### src/rtl/iobus_uart_tx.sv
// Memory-mapped UART transmitter: TXDATA/STATUS registers on the I/O bus,
// a small byte FIFO and an 8N1 serializer with a fixed bit period.
module iobus_uart_tx #(
    parameter logic [31:0] BASE_ADDR    = 32'h1100_0040,
    parameter int unsigned CLKS_PER_BIT = 868,
    parameter int unsigned FIFO_DEPTH   = 8
) (
    input  logic        CLK,
    input  logic        RST,
    input  logic [31:0] IOBUS_ADDR,
    input  logic [31:0] IOBUS_OUT,
    input  logic        IOBUS_WR,
    output logic [31:0] IOBUS_IN,
    output logic        TX
);

    localparam int unsigned PTR_W  = (FIFO_DEPTH > 1) ? $clog2(FIFO_DEPTH) : 1;
    localparam int unsigned CNT_W  = $clog2(FIFO_DEPTH + 1);
    localparam int unsigned BAUD_W = (CLKS_PER_BIT > 1) ? $clog2(CLKS_PER_BIT) : 1;

    localparam logic [31:0]       STATUS_ADDR = BASE_ADDR + 32'd4;
    localparam logic [BAUD_W-1:0] BAUD_LAST   = BAUD_W'(CLKS_PER_BIT - 1);
    localparam logic [CNT_W-1:0]  DEPTH_CNT   = CNT_W'(FIFO_DEPTH);

    typedef enum logic [1:0] {
        ST_IDLE  = 2'd0,
        ST_START = 2'd1,
        ST_DATA  = 2'd2,
        ST_STOP  = 2'd3
    } state_t;

    state_t              state;
    logic [BAUD_W-1:0]   baud_cnt;
    logic [2:0]          bit_cnt;
    logic [7:0]          shreg;
    logic                tx_q;

    logic [7:0]          mem [FIFO_DEPTH];
    logic [PTR_W-1:0]    wr_ptr;
    logic [PTR_W-1:0]    rd_ptr;
    logic [CNT_W-1:0]    count;
    logic                ovf;

    logic                sel_tx;
    logic                sel_st;
    logic                fifo_full;
    logic                fifo_empty;
    logic                push;
    logic                pop;
    logic                baud_done;
    logic [7:0]          head;
    logic [31:0]         status;
    logic                unused_bits;

    // Bus decode, FIFO handshakes and pop request from the serializer.
    always_comb begin
        sel_tx     = IOBUS_WR && (IOBUS_ADDR == BASE_ADDR);
        sel_st     = IOBUS_WR && (IOBUS_ADDR == STATUS_ADDR);
        fifo_full  = (count == DEPTH_CNT);
        fifo_empty = (count == CNT_W'(0));
        push       = sel_tx && !fifo_full;
        baud_done  = (baud_cnt == BAUD_LAST);
        pop        = !fifo_empty &&
                     ((state == ST_IDLE) || ((state == ST_STOP) && baud_done));
        head       = mem[rd_ptr];
    end

    // FIFO storage; contents need no reset because the pointers define validity.
    always_ff @(posedge CLK) begin
        if (!RST && push) begin
            mem[wr_ptr] <= IOBUS_OUT[7:0];
        end
    end

    // FIFO pointers and occupancy; a full-FIFO push is dropped even if a pop frees a slot.
    always_ff @(posedge CLK) begin
        if (RST) begin
            wr_ptr <= '0;
            rd_ptr <= '0;
            count  <= '0;
        end else begin
            if (push) begin
                wr_ptr <= wr_ptr + PTR_W'(1);
            end
            if (pop) begin
                rd_ptr <= rd_ptr + PTR_W'(1);
            end
            case ({push, pop})
                2'b10:   count <= count + CNT_W'(1);
                2'b01:   count <= count - CNT_W'(1);
                default: count <= count;
            endcase
        end
    end

    // Sticky overflow flag, cleared only by writing STATUS with bit 3 set.
    always_ff @(posedge CLK) begin
        if (RST) begin
            ovf <= 1'b0;
        end else if (sel_tx && fifo_full) begin
            ovf <= 1'b1;
        end else if (sel_st && IOBUS_OUT[3]) begin
            ovf <= 1'b0;
        end
    end

    // Serializer FSM: start bit, 8 data bits LSB first, stop bit, back-to-back when queued.
    always_ff @(posedge CLK) begin
        if (RST) begin
            state    <= ST_IDLE;
            baud_cnt <= '0;
            bit_cnt  <= '0;
            shreg    <= '0;
            tx_q     <= 1'b1;
        end else begin
            case (state)
                ST_IDLE: begin
                    tx_q     <= 1'b1;
                    baud_cnt <= '0;
                    if (pop) begin
                        state   <= ST_START;
                        shreg   <= head;
                        bit_cnt <= '0;
                        tx_q    <= 1'b0;
                    end
                end
                ST_START: begin
                    if (baud_done) begin
                        baud_cnt <= '0;
                        bit_cnt  <= '0;
                        tx_q     <= shreg[0];
                        shreg    <= {1'b0, shreg[7:1]};
                        state    <= ST_DATA;
                    end else begin
                        baud_cnt <= baud_cnt + BAUD_W'(1);
                    end
                end
                ST_DATA: begin
                    if (baud_done) begin
                        baud_cnt <= '0;
                        if (bit_cnt == 3'd7) begin
                            bit_cnt <= '0;
                            tx_q    <= 1'b1;
                            state   <= ST_STOP;
                        end else begin
                            bit_cnt <= bit_cnt + 3'd1;
                            tx_q    <= shreg[0];
                            shreg   <= {1'b0, shreg[7:1]};
                        end
                    end else begin
                        baud_cnt <= baud_cnt + BAUD_W'(1);
                    end
                end
                ST_STOP: begin
                    if (baud_done) begin
                        baud_cnt <= '0;
                        if (pop) begin
                            state   <= ST_START;
                            shreg   <= head;
                            bit_cnt <= '0;
                            tx_q    <= 1'b0;
                        end else begin
                            state <= ST_IDLE;
                            tx_q  <= 1'b1;
                        end
                    end else begin
                        baud_cnt <= baud_cnt + BAUD_W'(1);
                    end
                end
                default: begin
                    state <= ST_IDLE;
                    tx_q  <= 1'b1;
                end
            endcase
        end
    end

    // STATUS layout and read mux; reads return zero off-address so buses can OR-combine.
    always_comb begin
        status        = '0;
        status[0]     = fifo_full;
        status[1]     = fifo_empty;
        status[2]     = (state != ST_IDLE);
        status[3]     = ovf;
        status[11:8]  = 4'(count);
        IOBUS_IN      = (IOBUS_ADDR == STATUS_ADDR) ? status : 32'h0;
    end

    assign TX          = tx_q;
    assign unused_bits = ^IOBUS_OUT[31:8];

endmodule

### config.mk
export PLATFORM = sky130hd
export DESIGN_NAME = iobus_uart_tx
export DESIGN_NICKNAME = d
export VERILOG_FILES = /design/src/rtl/iobus_uart_tx.sv
export SDC_FILE = /design/constraint.sdc
export NUM_CORES = 1
export LEC_CHECK = 0
export ABC_CLOCK_PERIOD_IN_PS = 3900
export BUFFER_PORTS_ARGS = -buffer_cell sky130_fd_sc_hd__buf_4
export CORE_UTILIZATION = 40
export DETAILED_ROUTE_END_ITERATION = 12
export SYNTH_ARGS = -nofsm -noshare
export SYNTH_HDL_FRONTEND = slang
export SYNTH_SLANG_ARGS = --single-unit
### constraint.sdc
create_clock -name CLK -period 3.9 [get_ports CLK]
set_input_delay 0.39 -clock CLK [delete_from_list [all_inputs] [get_ports CLK]]
set_output_delay 0.39 -clock CLK [all_outputs]
set_load 0.01 [all_outputs]
==> reports/metrics.cfg <==
[route]
num_vias=2847
route.antenna.remaining_nets=0
avgRoutedWirePerCell_um=15.96
wl_mm=8.999
routed_via_density=5.048
initialDrtViolationCount=87
drt-pass1-iter-count=4
route.detailed.drc=0

[clocking]
cts_buffer_count=9
clock_path_buffers=2
clkLatencyLatePin_ps=350
tritoncts_clock_tree=built
clock-sinks=102
post-cts-setup-buffer-count=0
cts.root.buffer_cell=clkbuf_16
cts_hold_buf=0
post_cts_resize_count=0
h-tree-depth=3
clkTransAtPathRegs_ps=70

[sta]
tns_ps=0
unrepaired_setup_endpoints_after_global_routing=no
worstMarginPinSlew_ps=774.7
report.final.slew_viol_count=0
slew_headroom_pct=48.28
timing.final.crit_share_pct=74.52
clock-skew-final_ps=8.302
hold_violations=0
setup_viol=0
min_period_ps=2906
fmax_mhz=344.1

[pwr]
power.ir.vdd_worst_v=0.0002584
power_switching_share_pct=23.83
power.density_cell_area_mw_per_mm2=418.6
seq_power_share_pct=50.8
clockPowerShare_pct=40.3
static-leakage-power_nw=1.967
pwr-share-comb_pct=8.9
netSwitchingPower_w=0.0005499
internal_power_w=0.001758

[critical_path]
timing.setup.critical_path_class=register to register
critPathRequiredTime_ps=4170
worstPathArrival_ps=3180
worstSetupStartpointType=register
worstReg2RegStart=state[0]
critPathLaunch=state[0]
worstPathMaxFanout=6
setup.worst_path.end_class=register

[synth]
yosysSeqAreaShare_pct=56.69
synthDominantAreaCellType=edfxtp_1
post_synth_and_or_nand_nor_area_fraction_pct=14.62
netlist_top_cells_area=edfxtp_1, dfxtp_1, mux4_2
synth_compound_area_share_pct=7.245
synth_xor_xnor_area_share_pct=2.406
synth-edff-count=64
share_of_the_synthesized_area_in_the_top_cell_type_pct=40.61
synthesis.area_per_instance_um2=13.18
synth_adder_area_share_pct=3.860
synthesized_instance_count=359
synth.mux.area_fraction_pct=9.122
synth_top_family_by_area=simple AND/OR/NAND/NOR gates
synth_top_flop_cell=edfxtp_1
synth_seq_cells=102
synth.cell_area_mm2=0.004732
warning_count_from_the_yosys_run=0
synthDistinctLibCells=57
postSynth.asyncResetShare_pct=0

[finish]
nNetsFinal=498
insertedDiodeCount=0
post_layout_nonfiller_instances=564
share_of_post_route_cells_with_drive_strength_above_1_pct=25.18
mostFrequentLayoutCell=edfxtp_1
area_growth_syn_to_layout_pct=16.53
layout_common_cells=edfxtp_1, buf_4, nor2_1

[placed_design]
port_buffers=51
place.detailed.instances=549
dpl.hpwl_mm=6.316
routability_congestion_estimate_from_global_placement=0.7200

[global_routing]
globalRouteMet2Util_pct=26.46
grt_antenna_before_repair=0
grt.busiest_layer=met2
grt_start_max_net_pins=41
grt_remaining_overflow=0
grt_pass1_wl_mm=14.71
grt.total_usage_pct=15.45
grtUsageMet1_pct=19.38
gr-usage-met3_pct=3.663
number_of_global_route_vias_before_repair=2857

[floorplanning]
core_region_area_mm2=0.01147
die_area_mm2=0.01227
initial_core_util_pct=41.27
row_count=39
fp.dieW_um=110.8
floorplan.io_pins=100
die_h_um=110.8

[status]
outcome=complete, no violations

[run]
max-cap-violations=0

[hold_path]
min-delay-path-class=primary input to register
min-delay-start=IOBUS_OUT[0]

==> layer usage <==
layer	wire (µm)	up-vias
met2	4578	46
met1	4069	1381
met4	101	0
li1	-	1411
met3	250	9
met5	0	-
==> synthesized netlist by cell type (2+ instances only) <==
| cell | n |
|---|---|
| a21oi_1 | 9 |
| and3_1 | 4 |
| buf_4 | 25 |
| clkbuf_1 | 8 |
| dfxtp_1 | 38 |
| edfxtp_1 | 64 |
| ha_1 | 13 |
| inv_1 | 12 |
| mux2i_1 | 6 |
| mux4_2 | 16 |
| nand2_1 | 12 |
| nand2b_1 | 4 |
| nand3_1 | 4 |
| nand3b_1 | 8 |
| nand4_1 | 2 |
| nand4bb_1 | 2 |
| nor2_1 | 40 |
| nor2b_1 | 8 |
| nor3_1 | 6 |
| nor3b_1 | 2 |
| nor4_1 | 7 |
| nor4b_1 | 2 |
| o21ai_0 | 5 |
| o22ai_1 | 8 |
| o31a_1 | 3 |
| o41ai_1 | 6 |
| or3_1 | 4 |
| xnor2_1 | 8 |
| xor2_1 | 5 |
==> power by group through the flow <==
| stage | clock network, W | registers, W | logic (W) |
|---|---|---|---|
| after floorplan | 0 | 0.00119 | 0.000159 |
| after global placement | 0 | 0.00119 | 0.000202 |
| after detailed placement | 0 | 0.00120 | 0.000207 |
| after CTS | 0.000945 | 0.00117 | 0.000207 |
| after global routing | 0.000985 | 0.00117 | 0.000227 |
| final | 0.000931 | 0.00117 | 0.000206 |
==> cells by family after synthesis <==
logic type | Yosys count
adder cells (fa/ha/maj) | 14
flip-flops | 102
buffers and inverters | 48
multiplexers | 23
AND/OR/NAND/NOR | 116
XOR/XNOR | 13
AO/OA/AOI/OAI | 42
other | 1
==> final cells by class <==
type                    count  area (µm²)
flip-flops and latches    102        2683
clock buffers               9       225.2
well taps                 143       178.9
clock inverters             6       78.83
fillers                   982        5953
inverters                  12       45.04
multi-input cells         232        1853
repair buffers             60       450.4
==> worst max-delay path, cell delays in order (launching register included) <==
cell       delay, ps
dfxtp_1          400
ha_1             270
nand4bb_1        170
o31a_1           310
nor2_2           280
ha_1             270
ha_1             250
a21o_1           180
a21oi_1          170
xnor2_1           90
or3_1            300
a21oi_1          150
==> worst paths after layout <==
kind / to / slack (ps) / cells after the start
max: count[3] / 990 / 11
min: mem[7][0] / 270 / 1
max reg2reg: count[3] / 990 / 11
min reg2reg: baud_cnt[0] / 470 / 1
==> flip-flops by register name (all words and copies together), names as in the netlist, named ones only <==
signal	cells
state	2
wr_ptr	3
baud_cnt	10
TX	1
ovf	1
shreg	8
bit_cnt	3
mem	64
count	4
rd_ptr	3
==> stage by stage <==
| stage | cell area, µm² | util (%) | total power (W) | hold slack, ps | setup WS (ps) |
|---|---|---|---|---|---|
| floorplan | 4818 | - | 0.001352 | 430.5 | 1175 |
| global placement | 5210 | 45.43 | 0.001397 | 441.9 | 822.0 |
| detailed placement | 5210 | 45.43 | 0.001403 | 455.9 | 766.7 |
| CTS | 5514 | 48.09 | 0.002324 | 262.1 | 996.0 |
| global route | 5514 | 48.09 | 0.002386 | 265.9 | 738.1 |
| finish | 5514 | 48.09 | 0.002308 | 271.2 | 993.9 |
Note: power is estimated with default switching activity, not from simulation.
